## src/rtl/piso_reg_4b.sv

```systemverilog
// Parallel-in/serial-out shift register in the style of the 74HC165, fully synchronous.
// The word loads on LOAD=0 and shifts out MSB-first on each edge with clken=0; SER fills the LSB.
module piso_reg_4b #(
  parameter int unsigned WIDTH = 8
) (
  input  logic             clk,
  input  logic             rst_n,
  input  logic             clken,
  input  logic             LOAD,
  input  logic [WIDTH-1:0] D_in,
  input  logic             SER,
  output logic             Q,
  output logic             QNEG
);

  if (WIDTH < 2) begin : g_width_check
    $error("piso_reg_4b: WIDTH must be at least 2");
  end

  logic [WIDTH-1:0] r_q;
  logic [WIDTH-1:0] r_d;

  // Load beats shift, and shift beats hold. Each input is read only on the branch that samples it.
  always_comb begin
    r_d = r_q;
    if (!LOAD) begin
      r_d = D_in;
    end else if (!clken) begin
      r_d = {r_q[WIDTH-2:0], SER};
    end
  end

  always_ff @(posedge clk) begin
    if (!rst_n) begin
      r_q <= '0;
    end else begin
      r_q <= r_d;
    end
  end

  assign Q    = r_q[WIDTH-1];
  assign QNEG = ~r_q[WIDTH-1];

endmodule

```

## config.mk

```make
export PLATFORM = sky130hd
export DESIGN_NAME = piso_reg_4b
export DESIGN_NICKNAME = d
export VERILOG_FILES = /design/src/rtl/piso_reg_4b.sv
export SDC_FILE = /design/constraint.sdc
export NUM_CORES = 1
export LEC_CHECK = 0
export ABC_CLOCK_PERIOD_IN_PS = 800
export CAP_MARGIN = 40
export CELL_PAD_IN_SITES_DETAIL_PLACEMENT = 0
export CELL_PAD_IN_SITES_GLOBAL_PLACEMENT = 1
export CORE_AREA = 2 2 39 41
export DETAILED_ROUTE_END_ITERATION = 10
export DIE_AREA = 0 0 41 43
export PLACE_DENSITY_LB_ADDON = 0.15
export SLEW_MARGIN = 40
export SYNTH_ARGS = -nofsm -noshare
export SYNTH_HDL_FRONTEND = slang
export SYNTH_SLANG_ARGS = --single-unit
```

## constraint.sdc

```tcl
create_clock -name clk -period 0.8 [get_ports clk]
set_input_delay 0.2 -clock clk [delete_from_list [all_inputs] [get_ports clk]]
set_output_delay 0.2 -clock clk [all_outputs]
set_load 0.05 [all_outputs]
```

==> flow_metrics.tcl, run 1 <==
set metrics [dict create \
    synth-seq-cells 8 \
    crit_required_ns 0.60 \
    grt_use_total_pct 11.2 \
    hold_viol 0 \
    status "finished with violations" \
    cp_slowest_cell "dfxtp_4" \
    fin_crit_sh_pct 134 \
    routedWlPerCell_um 10.3 \
    final_layout_size_suffix_gt1_share_pct 23.6 \
    crit_path_max_fanout 3 \
    cpPeakStageDelay_ns 0.37 \
    cts.path.max_buffers 2 \
    rows 14 \
    drv_cap 0 \
    met3_length_um 48 \
    min_from "rst_n" \
    r2r-start "r_q[7]" \
    power_uw 996 \
    dieArea_um2 1760 \
    n_antenna_cell 0 \
    dr.first_iter.drc_count 7 \
    yosysWarnings 0 \
    grt_pass1_vias 303 \
    syn_area_per_cell_um2 10.1 \
    path_cells "clkinvlp_4 -> buf_12" \
    largest_reg_flops 8 \
    p_leak_nw 0.244 \
    drt-pass1-iter-count 4 \
    grt_first_pass_wirelength_um 1250 \
    crit_start "r_q[7]" \
    cts_tree "built" \
    grt_overflow_total 0 \
    drv_slew 0 \
    ys_seq_area_share_pct 45.2 \
    postCtsHoldBufs 0 \
    nets 69 \
    top_regs "r_q x8" \
    syn_inst 35 \
    grt_max_degree 9 \
    placed_cell_area_um2 554 \
    timing.final.ws_setup_ns -0.269 \
    met2WireLength_um 358 \
    vias 339 \
    cts_buffers 3 \
    clk_pin_slew_ns 0.06 \
    fin_util_pct 42.3 \
    pin_count 15 \
    violations "setup timing" \
    place.port_buffers 14 \
    synth_area_um2 354 \
    routed_wl_um 731 \
    crit_type "register to output pin" \
    p_per_area_nw_per_um2 1700 \
    insertion_delay_ns 0.25 \
    vdd_drop_max_mv 0.701 \
    drt-met1-wl_um 313 \
    setup_tns_ns -0.432 \
    globalplace.congestion 0.678 \
    drt.antenna.violating_nets 0 \
    clock-skew-final_ns 0.00402 \
    post-cts-setup-buffer-count 0 \
    end_kind "output pin" \
    cp-start-kind "register" \
    cts.sinks 8 \
    finalSetupViolCount 2 \
    syn_nets 48 \
    viasPerCell 4.77 \
    placedCellCount 66 \
    final_area_um2 586 \
    fmax_mhz 936 \
    highest_layer "met4" \
    cts-root-buf "clkbuf_4" \
    die_h_um 43 \
    synthToLayoutAreaGrowth_pct 65.4 \
    drcViolationCount 0 \
    post-route-min-period_ns 1.07 \
    start_util_pct 25.6 \
    final_cells 71 \
    rsz0062_at_grt "true" \
    antenna_found_initial 0 \
    slew_headroom_pct 80.9 \
    tightest_slew_ns 0.286 \
    cp.arrival_ns 0.87 \
    max_flop_register "r_q" \
    core_area_um2 1380 \
    hp-class "input pin to register" \
    htree_levels 1 \
    fillers 143 \
    dieWidth_um 41 \
    synthDistinctLibCells 7 \
]
## per-stage QoR
stage / hold WS [ns] / setup slack [ns]
after detailed placement: 0.529 / -0.457
after global routing: 0.457 / -0.306
after global placement: 0.531 / -0.438
after floorplan: 0.311 / -0.110
final: 0.439 / -0.269
after CTS: 0.431 / -0.287
## synthesized netlist by cell type
cell     instances  area, um2
a21oi_1          8       40.0
dfxtp_1          8        160
mux2i_1          8       80.1
o21ai_0          6       30.0
buf_6            2       22.5
o21ai_2          2       17.5
inv_1            1       3.75
## cells by family after synthesis
family | count (synthesis) | synth area share, %
AOI/OAI and AO/OA | 16 | 24.7
buffers and inverters | 3 | 7.42
DFF | 8 | 45.2
muxes | 8 | 22.6
## cell usage in the layout, fill, tap and decap left out
cell type / n
o21ai_2: 2
clkdlybuf4s50_1: 9
buf_6: 1
clkbuf_4: 3
mux2i_1: 8
o21ai_0: 6
buf_2: 1
buf_4: 1
clkinvlp_4: 1
dfxtp_4: 1
buf_12: 3
clkbuf_1: 1
dfxtp_1: 7
a21oi_1: 8
dlygate4sd2_1: 3
## routing by layer
layer	global-route usage, %	vias up
li1	-	172
met1	14.4	153
met2	13.4	12
met3	3.14	2
met4	12.0	0
met5	0	-
## worst paths after layout
path	end	slack [ns]	cells after the start
setup reg to reg	r_q[7]	0.13	2
hold reg to reg	r_q[7]	0.53	2
hold / removal	r_q[6]	0.44	3
setup / recovery	QNEG	-0.27	2
## critical path: cells and delay by family (launching register included)
kind	cells	cell delay [ns]
flops	1	0.37
buf+inv	2	0.24
## report_power, final
part           internal [mW]  switching, mW  leakage, nW
clock                  0.191          0.139       0.0150
combinational          0.129         0.0886        0.162
sequential             0.429         0.0207       0.0672
## final cells by class
| type | count | area [um2] | area share [%] |
|---|---|---|---|
| timing repair buffer | 18 | 200 | 34.2 |
| inverter | 1 | 7.51 | 1.28 |
| multi-input combinational | 24 | 168 | 28.6 |
| clock buffer | 4 | 26.3 | 4.49 |
| tap | 16 | 20.0 | 3.42 |
| sequential | 8 | 164 | 28.0 |
## repair_timing
action                     CTS  global route
setup endpoints to repair   10             2
pin swaps                    0             0
cloned                       1             0
gates resized for setup      4             0
Power figures use the tool's default switching activity.
==> run 2: changes to the inputs <==
--- a/config.mk
+++ b/config.mk
@@ -5,13 +5,14 @@
 export SDC_FILE = /design/constraint.sdc
 export NUM_CORES = 1
 export LEC_CHECK = 0
-export ABC_CLOCK_PERIOD_IN_PS = 800
+export ABC_CLOCK_PERIOD_IN_PS = 1000
 export CAP_MARGIN = 40
 export CELL_PAD_IN_SITES_DETAIL_PLACEMENT = 0
 export CELL_PAD_IN_SITES_GLOBAL_PLACEMENT = 1
 export CORE_AREA = 2 2 39 41
 export DETAILED_ROUTE_END_ITERATION = 10
 export DIE_AREA = 0 0 41 43
+export DONT_BUFFER_PORTS = 1
 export PLACE_DENSITY_LB_ADDON = 0.15
 export SLEW_MARGIN = 40
 export SYNTH_ARGS = -nofsm -noshare
==> constraint.sdc (replaced) <==
create_clock -name clk -period 1 [get_ports clk]
set_input_delay 0.25 -clock clk [delete_from_list [all_inputs] [get_ports clk]]
set_output_delay 0.25 -clock clk [all_outputs]
set_load 0.05 [all_outputs]
==> flow_metrics.tcl, run 2 (same netlist as run 1, synthesis figures left out) <==
set metrics [dict create \
    combPwrFrac_pct 10.6 \
    viasPerCell 4.63 \
    cts.path.max_buffers 2 \
    start_util_pct 25.6 \
    fmax_mhz 908 \
    drv_cap 0 \
    violations "setup timing" \
    clk_pin_slew_ns 0.06 \
    end_kind "output pin" \
    final_layout_size_suffix_gt1_share_pct 21.1 \
    rows 14 \
    htree_levels 1 \
    switchingPower_uw 164 \
    routedWlPerCell_um 11.9 \
    post-route-min-period_ns 1.10 \
    final_cells 54 \
    cts-resized-gates 0 \
    fin_util_pct 28.4 \
    place.port_buffers 0 \
    cts_buffers 3 \
    cp-start-kind "register" \
    path_cells "clkinvlp_4" \
    drv_slew 0 \
    cp_slowest_cell "dfxtp_4" \
    crit_path_max_fanout 3 \
    drt-pass1-iter-count 4 \
    grt_max_degree 17 \
    cts.sinks 8 \
    rsz0062_at_grt "true" \
    grt_pass1_vias 243 \
    register_area_um2 164 \
    slew_headroom_pct 83.4 \
    power_uw 694 \
    fillers 171 \
    status "finished with violations" \
    cts_tree "built" \
    timing.final.ws_setup_ns -0.101 \
    seqPwrFrac_pct 51.4 \
    grt_use_total_pct 8.67 \
    cp.arrival_ns 0.85 \
    grt_overflow_total 0 \
    globalplace.congestion 0.655 \
    nets 52 \
    post-cts-setup-buffer-count 0 \
    insertion_delay_ns 0.25 \
    crit_type "register to output pin" \
    p_per_area_nw_per_um2 1770 \
    cpLargestDelayFamily "flip-flops" \
    max_flop_register "r_q" \
    path_buf_inv 1 \
    p_leak_nw 0.155 \
    post-place-ws_ns 0.173 \
    dieWidth_um 41 \
    grt_first_pass_wirelength_um 1000 \
    vdd_drop_max_mv 0.597 \
    postCtsHoldBufs 0 \
    dieArea_um2 1760 \
    fin_crit_sh_pct 110 \
    hp-class "input pin to register" \
    crit_required_ns 0.75 \
    finalSetupViolCount 2 \
    internal_power_uw 530 \
    mostFrequentLayoutCells "mux2i_1 (8), a21oi_1 (8), dfxtp_1 (7), o21ai_0 (6), clkbuf_4 (3)" \
    hold_viol 0 \
    pwr-share-clk_pct 38.0 \
    cts-root-buf "clkbuf_4" \
    vias 250 \
    die_h_um 43 \
    routed_wl_um 642 \
    placedCellCount 50 \
    antenna_found_initial 0 \
    setup_tns_ns -0.163 \
    synthToLayoutAreaGrowth_pct 11.0 \
    pin_count 15 \
    drcViolationCount 0 \
    cpPeakStageDelay_ns 0.36 \
    n_antenna_cell 0 \
    clock-skew-final_ns 0.0101 \
    tightest_slew_ns 0.248 \
    dr.first_iter.drc_count 7 \
    drt.antenna.violating_nets 0 \
    swShare_pct 23.6 \
    core_area_um2 1380 \
    largest_reg_flops 8 \
    top_regs "r_q x8" \
    multi_input_area_um2 168 \
]
run 2: area by class of cell:
class	count	share of cell area, %
flip-flops and latches	8	41.7
multi-input cells	24	42.7
clock buffers	4	6.69
inverters	1	1.91
well taps	16	5.10
repair buffers	1	1.91
run 2: metal layers:
| layer | vias up | part of all wire (%) | track usage [%] |
|---|---|---|---|
| li1 | 135 | - | - |
| met1 | 102 | 46 | 12.1 |
| met2 | 13 | 44 | 10.3 |
| met3 | 0 | 9.8 | 3.66 |
| met4 | 0 | 0 | 6.00 |
| met5 | - | 0 | 0 |
run 2: path summary, 6_finish.rpt:
check / depth (start not counted) / slack [ns] / to / start
max: 1 / -0.10 / QNEG / r_q[7]
min reg2reg: 2 / 0.53 / r_q[7] / r_q[6]
max reg2reg: 2 / 0.34 / r_q[7] / r_q[7]
min: 1 / 0.07 / r_q[7] / LOAD
run 2: power by group through the flow:
stage	Combinational [mW]	Sequential, mW	Clock [mW]
floorplan	0.0728	0.371	0
global placement	0.0728	0.362	0
detailed placement	0.0745	0.364	0
CTS	0.0744	0.357	0.278
global route	0.0807	0.360	0.297
finish	0.0737	0.357	0.264
run 2: per-stage QoR:
step                cell area, um2  hold WS, ns
finish                         393       0.0700
global route                   393       0.0558
CTS                            393       0.0586
global placement               367        0.331
floorplan                      362        0.361
detailed placement             367        0.337
